`config.mk`:
```
export PLATFORM = sky130hd
export DESIGN_NAME = hazard_unit
export DESIGN_NICKNAME = d
export VERILOG_FILES = /design/src/rtl/hazard_unit.sv
export SDC_FILE = /design/constraint.sdc
export NUM_CORES = 1
export LEC_CHECK = 0
export BUFFER_PORTS_ARGS = -buffer_cell sky130_fd_sc_hd__buf_2
export CAP_MARGIN = 0
export CELL_PAD_IN_SITES_DETAIL_PLACEMENT = 0
export CELL_PAD_IN_SITES_GLOBAL_PLACEMENT = 2
export CORE_MARGIN = 3
export CORE_UTILIZATION = 30
export CTS_CLUSTER_SIZE = 25
export DETAILED_ROUTE_END_ITERATION = 10
export GPL_TIMING_DRIVEN = 0
export PLACE_DENSITY = 0.79
export SLEW_MARGIN = 5
export SYNTH_ARGS = -nofsm -noshare
export SYNTH_HDL_FRONTEND = slang
export SYNTH_SLANG_ARGS = --single-unit
```
`constraint.sdc`:
```
create_clock -name clk -period 2.45 [get_ports clk]
set_clock_uncertainty 0.05 [all_clocks]
set_input_delay 0.3675 -clock clk [delete_from_list [all_inputs] [get_ports clk]]
set_output_delay 0.3675 -clock clk [all_outputs]
set_load 0.03 [all_outputs]
```
`src/rtl/hazard_unit.sv`:
```
// Hazard detection and forwarding control for a 5-stage F/D/E/M/W pipeline.
// Shadows the E/M/W destination registers and counts stall and flush cycles.
module hazard_unit #(
  parameter int unsigned REG_AW    = 5,
  parameter bit          FWD_EN    = 1'b1,
  parameter int unsigned CNT_WIDTH = 16
) (
  input  logic                 clk,
  input  logic                 rst,
  input  logic                 ValidD,
  input  logic [REG_AW-1:0]    Rs1D,
  input  logic [REG_AW-1:0]    Rs2D,
  input  logic [REG_AW-1:0]    RdD,
  input  logic                 RegWriteD,
  input  logic                 MemReadD,
  input  logic                 BranchTakenE,
  output logic                 StallF,
  output logic                 StallD,
  output logic                 FlushD,
  output logic                 FlushE,
  output logic [1:0]           ForwardAE,
  output logic [1:0]           ForwardBE,
  output logic [CNT_WIDTH-1:0] stall_count,
  output logic [CNT_WIDTH-1:0] flush_count
);

  localparam logic [CNT_WIDTH-1:0] CntMax = '1;

  // E stage shadow
  logic              v_e_q, v_e_d;
  logic [REG_AW-1:0] rs1_e_q, rs1_e_d;
  logic [REG_AW-1:0] rs2_e_q, rs2_e_d;
  logic [REG_AW-1:0] rd_e_q, rd_e_d;
  logic              rw_e_q, rw_e_d;
  logic              ld_e_q, ld_e_d;
  // M stage shadow
  logic              v_m_q, v_m_d;
  logic [REG_AW-1:0] rd_m_q, rd_m_d;
  logic              rw_m_q, rw_m_d;
  // W stage shadow
  logic              v_w_q, v_w_d;
  logic [REG_AW-1:0] rd_w_q, rd_w_d;
  logic              rw_w_q, rw_w_d;

  logic [CNT_WIDTH-1:0] stall_cnt_q, stall_cnt_d;
  logic [CNT_WIDTH-1:0] flush_cnt_q, flush_cnt_d;

  logic hit_e, hit_m, hit_w, hz;

  // x0 is hard-wired to zero, so a write to it never produces a hazard.
  function automatic logic dest_match(input logic              v,
                                      input logic              rw,
                                      input logic [REG_AW-1:0] rd,
                                      input logic [REG_AW-1:0] rs);
    return v & rw & (rd != '0) & (rd == rs);
  endfunction

  always_comb begin
    hit_e = dest_match(v_e_q, rw_e_q, rd_e_q, Rs1D) | dest_match(v_e_q, rw_e_q, rd_e_q, Rs2D);
    hit_m = dest_match(v_m_q, rw_m_q, rd_m_q, Rs1D) | dest_match(v_m_q, rw_m_q, rd_m_q, Rs2D);
    hit_w = dest_match(v_w_q, rw_w_q, rd_w_q, Rs1D) | dest_match(v_w_q, rw_w_q, rd_w_q, Rs2D);
    if (FWD_EN) begin
      hz = ValidD & ld_e_q & hit_e;
    end else begin
      // No write-through register file: wait until the producer has left W.
      hz = ValidD & (hit_e | hit_m | hit_w);
    end
  end

  // A taken branch means D holds a wrong-path instruction, so flushing beats stalling.
  always_comb begin
    StallF = 1'b0;
    StallD = 1'b0;
    FlushD = 1'b0;
    FlushE = 1'b0;
    if (BranchTakenE) begin
      FlushD = 1'b1;
      FlushE = 1'b1;
    end else begin
      StallF = hz;
      StallD = hz;
      FlushE = hz;
    end
  end

  always_comb begin
    ForwardAE = 2'b00;
    ForwardBE = 2'b00;
    if (FWD_EN) begin
      if (dest_match(v_m_q, rw_m_q, rd_m_q, rs1_e_q)) begin
        ForwardAE = 2'b10;
      end else if (dest_match(v_w_q, rw_w_q, rd_w_q, rs1_e_q)) begin
        ForwardAE = 2'b01;
      end
      if (dest_match(v_m_q, rw_m_q, rd_m_q, rs2_e_q)) begin
        ForwardBE = 2'b10;
      end else if (dest_match(v_w_q, rw_w_q, rd_w_q, rs2_e_q)) begin
        ForwardBE = 2'b01;
      end
    end
  end

  always_comb begin
    v_e_d   = ValidD & ~FlushE;
    rs1_e_d = Rs1D;
    rs2_e_d = Rs2D;
    rd_e_d  = RdD;
    rw_e_d  = RegWriteD;
    ld_e_d  = MemReadD;

    v_m_d   = v_e_q;
    rd_m_d  = rd_e_q;
    rw_m_d  = rw_e_q;

    v_w_d   = v_m_q;
    rd_w_d  = rd_m_q;
    rw_w_d  = rw_m_q;

    stall_cnt_d = stall_cnt_q;
    if (StallD && (stall_cnt_q != CntMax)) begin
      stall_cnt_d = stall_cnt_q + 1'b1;
    end
    flush_cnt_d = flush_cnt_q;
    if (BranchTakenE && (flush_cnt_q != CntMax)) begin
      flush_cnt_d = flush_cnt_q + 1'b1;
    end
  end

  always_ff @(posedge clk) begin
    if (!rst) begin
      v_e_q       <= 1'b0;
      rs1_e_q     <= '0;
      rs2_e_q     <= '0;
      rd_e_q      <= '0;
      rw_e_q      <= 1'b0;
      ld_e_q      <= 1'b0;
      v_m_q       <= 1'b0;
      rd_m_q      <= '0;
      rw_m_q      <= 1'b0;
      v_w_q       <= 1'b0;
      rd_w_q      <= '0;
      rw_w_q      <= 1'b0;
      stall_cnt_q <= '0;
      flush_cnt_q <= '0;
    end else begin
      v_e_q       <= v_e_d;
      rs1_e_q     <= rs1_e_d;
      rs2_e_q     <= rs2_e_d;
      rd_e_q      <= rd_e_d;
      rw_e_q      <= rw_e_d;
      ld_e_q      <= ld_e_d;
      v_m_q       <= v_m_d;
      rd_m_q      <= rd_m_d;
      rw_m_q      <= rw_m_d;
      v_w_q       <= v_w_d;
      rd_w_q      <= rd_w_d;
      rw_w_q      <= rw_w_d;
      stall_cnt_q <= stall_cnt_d;
      flush_cnt_q <= flush_cnt_d;
    end
  end

  assign stall_count = stall_cnt_q;
  assign flush_count = flush_cnt_q;

  stall_flush_exclusive: assert property (@(posedge clk) disable iff (!rst)
    !(StallD && FlushD));
  no_forward_when_disabled: assert property (@(posedge clk)
    !FWD_EN |-> (ForwardAE == 2'b00 && ForwardBE == 2'b00));

endmodule

```
==> metrics list <==
* Post-layout nets: 419
* Hold Vio Cnt, Final: 0
- Sequential fraction of the synthesis area: 0.4294
* Die Y: 105.7 um
- CTS built an H-tree with a depth of 3.
* Pin count of the biggest net entering global routing: 13
- When the netlist entered floorplanning its net count stood at 345.
- In this run the mean area of a mapped cell was 9.267 um2.
- The worst register-to-register path has a depth of 7.
* YS warnings: 0
* Length of the first detailed-routing pass in iterations: 4
- Number of failing setup endpoints in the final timing report: 0
- Share of flip-flops with an asynchronous set or reset after synthesis: 0
- Of all nets on the critical path, the largest fanout is 2.
* FMAX: 430.3 MHz
* Total DRC errors in the routed layout: 0
- The number of slew-limit violations in the final report was 0.
* Sw Pwr: 552.7 uW
- The share of total power dissipated in sequential elements is 0.499.
- Hold-critical path endpoint: rd_e_q[2]$_SDFF_PN0_
- The clock reaches the later pin of the worst-skew pair after 0.34 ns.
- Of the total power, the share spent switching nets is 0.2526.
* Headroom to the max-slew limit: 0.6115
- In this run the critical register-to-register path is launched from stall_count[0]$_SDFFE_PN0P_.
- For this design, the CTS-stage hold fixing added 0 buffers.
- Placeable Area: 9459 um2
- The number of different library cells used by synthesis comes to 42.
* Hold Path Cell Cnt: 2
- CP Data Required Time: 2.03 ns
* Number of global-route vias before repair: 2550
* Max Root-Sink Buffers: 2
* Worst Setup Path Type: reg -> out
- At the pin with the least slew margin, the transition time is 0.5783 ns.
* Count of max-cap constraint violations: 0
- Fraction of final layout cells sized beyond drive strength 1: 0.2693
- Detailed placer's ending HPWL: 5516 um
* Area growth, synth to finish: 25.07%
- Count of input and output buffers: 60
- Total wire length after detailed routing: 7314 um
* Std cell rows: 35
* Last weighted congestion value of the routability-driven placer: 0.7557
* Number of antenna violations at the first check in global routing: 0
- Dividing the detail-routed via count by the number of cells gives 4.668.
- Clock Sink Count: 64
- Mapped Cells: 322
- Most used DFF post-synth: dfxtp_1
- The run finished with clean final reports.
- The routed design could run at a clock period as short as 2.324 ns.
- For this design the top-level I/O count stands at 61.
- DR WL/cell: 13.80 um
- Clock-pin transition on the worst setup and hold timing paths: 0.08 ns
- Routed via count: 2474
* Area enclosed by the die boundary: 11180 um2
- Summed over all layers, the global routing overflow is 0.
- The share of total power dissipated in the clock network is 0.427.
- Arr. time, crit path: 1.91 ns
* Pre-CTS setup slack: 0.1815 ns
- The number of antenna diodes in the final layout is 0.
- Cts bufs inserted: 9
- Global-route wire length before repair: 12390 um
* Class of the worst hold path: in -> reg
- In the global route stage, overall resource usage came out at 0.1393.
* Die width: 105.7 um
* Cell area after synthesis: 2984 um2
* Root buffer selected by CTS: clkbuf_8
- Critical path startpoint category: flip-flop
* Peak VDD IR: 0.0002465 V
* Fin crit share: 0.9486
* Post-synthesis register bit count: 64
- Number of routed nets with antenna violations: 0
- Source of the worst hold timing path: RdD[2]
- Reg-to-reg critical path endpoint: stall_count[6]$_SDFFE_PN0P_
* Total negative slack: 0 ns
* Power Dens Cells: 586.3 nW/um2
- Across all setup checks in the final design, the least slack found is 0.1259 ns.
- Starting density of the core: 0.3155
- Static power due to leakage: 0.001487 uW
- The share of total power dissipated in combinational logic is 0.073.
- In this run, synthesis inferred 0 flip-flops with an integrated enable.
- The detailed router finished its first iteration with 97 violations.
- Across all register-to-register paths, the minimum setup slack is 0.39 ns.
* Setup repair after global routing missed its margin: no
* TritonCTS clock tree: yes
* Cell internal pwr: 1636 uW
* Critical Path Sink Type: output pin
## Yosys cell counts (2+ instances only)
cell type  instances  area [um2]
o211ai_1           2       15.01
xnor2_1           17       148.9
mux2i_1           13       130.1
nor3_1             7       35.03
nand2_1           23       86.33
xor2_1            26       227.7
nor4b_1            3       26.28
nor4_1            14       87.58
nand3_1           13       65.06
inv_1              2       7.510
o31ai_1            3       22.52
clkbuf_1          10       37.54
or3_1              2       12.51
dfxtp_1           64        1281
a31oi_1            2       12.51
nand2b_1          15       93.84
or4_1              8       60.06
o21ai_1            3       15.01
ha_1               2       25.02
a21oi_1            7       35.03
nand3b_1           3       22.52
nor4_2             2       25.02
and2_1            31       193.9
nor2_1            23       86.33
buf_4              4       30.03
nand4_1            7       43.79
## area by class of cell
cell class / instances / area (um2)
repair buffers: 63 / 327.8
inverters: 3 / 11.26
plain buffers: 14 / 71.32
clock buffers: 10 / 137.6
multi-input cells: 241 / 1664
well taps: 129 / 161.4
flip-flops and latches: 64 / 1291
clock inverters: 6 / 67.56
fillers: 1015 / 5727
## timing repair
action,4_1_cts,5_1_grt
pin swaps,3,2
setup endpoints to repair,5,3
buffers inserted,3,0
gates resized for setup,12,6
## flip-flops by register name, indices dropped and copies added (netlist names)
register and cells:
ld_e_q 1, v_w_q 1, rd_e_q 5, rs2_e_q 5
flush_count 16, rw_e_q 1, v_m_q 1, rw_w_q 1
rd_w_q 5, rs1_e_q 5, stall_count 16, v_e_q 1
rd_m_q 5, rw_m_q 1
## worst max path at each step
stage,to,from
2_1_floorplan,ForwardAE[0],rd_m_q[2]$_SDFF_PN0_
3_3_place_gp,StallF,Rs2D[2]
3_5_place_dp,StallF,Rs2D[2]
4_1_cts,ForwardAE[0],rd_w_q[3]$_SDFF_PN0_
5_1_grt,FlushE,rd_e_q[2]$_SDFF_PN0_
6_report,ForwardBE[0],rd_m_q[1]$_SDFF_PN0_
## power by group through the flow
stage / logic (uW) / registers (uW) / clock network (uW)
2_1_floorplan: 92.9 / 1120 / 0
3_3_place_gp: 153 / 1120 / 0
3_5_place_dp: 154 / 1120 / 0
4_1_cts: 163 / 1090 / 968
5_1_grt: 180 / 1100 / 1010
6_report: 160 / 1090 / 935
## routing by layer
layer | track usage | part of all wire | wire length [um] | vias to the layer above
li1 | - | - | - | 1273
met1 | 0.1844 | 0.47 | 3462 | 1151
met2 | 0.2231 | 0.47 | 3467 | 40
met3 | 0.02878 | 0.039 | 284 | 10
met4 | 0.05273 | 0.014 | 99 | 0
met5 | 0 | 0 | 0 | -
## per-stage QoR
| stage | std cells | utilization | power, uW | instance area (um2) | hold WS [ns] |
|---|---|---|---|---|---|
| 5_1_grt | 530 | 0.3946 | 2287 | 3732 | 0.1763 |
| 2_1_floorplan | 322 | - | 1210 | 2997 | 0.3799 |
| 4_1_cts | 530 | 0.3934 | 2223 | 3721 | 0.1624 |
| 6_report | 530 | 0.3946 | 2188 | 3732 | 0.1769 |
| 3_5_place_dp | 511 | 0.3656 | 1272 | 3458 | 0.4012 |
| 3_3_place_gp | 511 | 0.3656 | 1271 | 3458 | 0.3943 |
## placed cells by master, fill, tap and decap left out, drive strengths merged, types with 4 or more instances in the layout
cell type  instances
or4                8
nor4              16
nand2b            15
nand4              8
dfxtp             64
clkbuf            20
and2              31
buf               67
o21ai              4
xor2              26
nand3             14
nor4b              5
xnor2             17
nor3               8
nor2              23
a21oi              7
nand2             24
mux2i             13
## worst max-delay path, stage by stage, from the launching register on
cell and delay [ns]:
dfxtp_2 0.33, or4_4 0.52, o211ai_1 0.18, buf_4 0.15
nor4_2 0.05, nor4_2 0.14, buf_4 0.20
## cells by family after synthesis
family                   share of synthesized area
flip-flops                                  0.4294
buffers and inverters                      0.02642
AND/OR/NAND/NOR                             0.3228
AO/OA/AOI/OAI                              0.04318
XOR/XNOR                                    0.1262
adder cells (fa/ha/maj)                   0.008384
multiplexers                               0.04360
(Power assumes the default switching activity.)
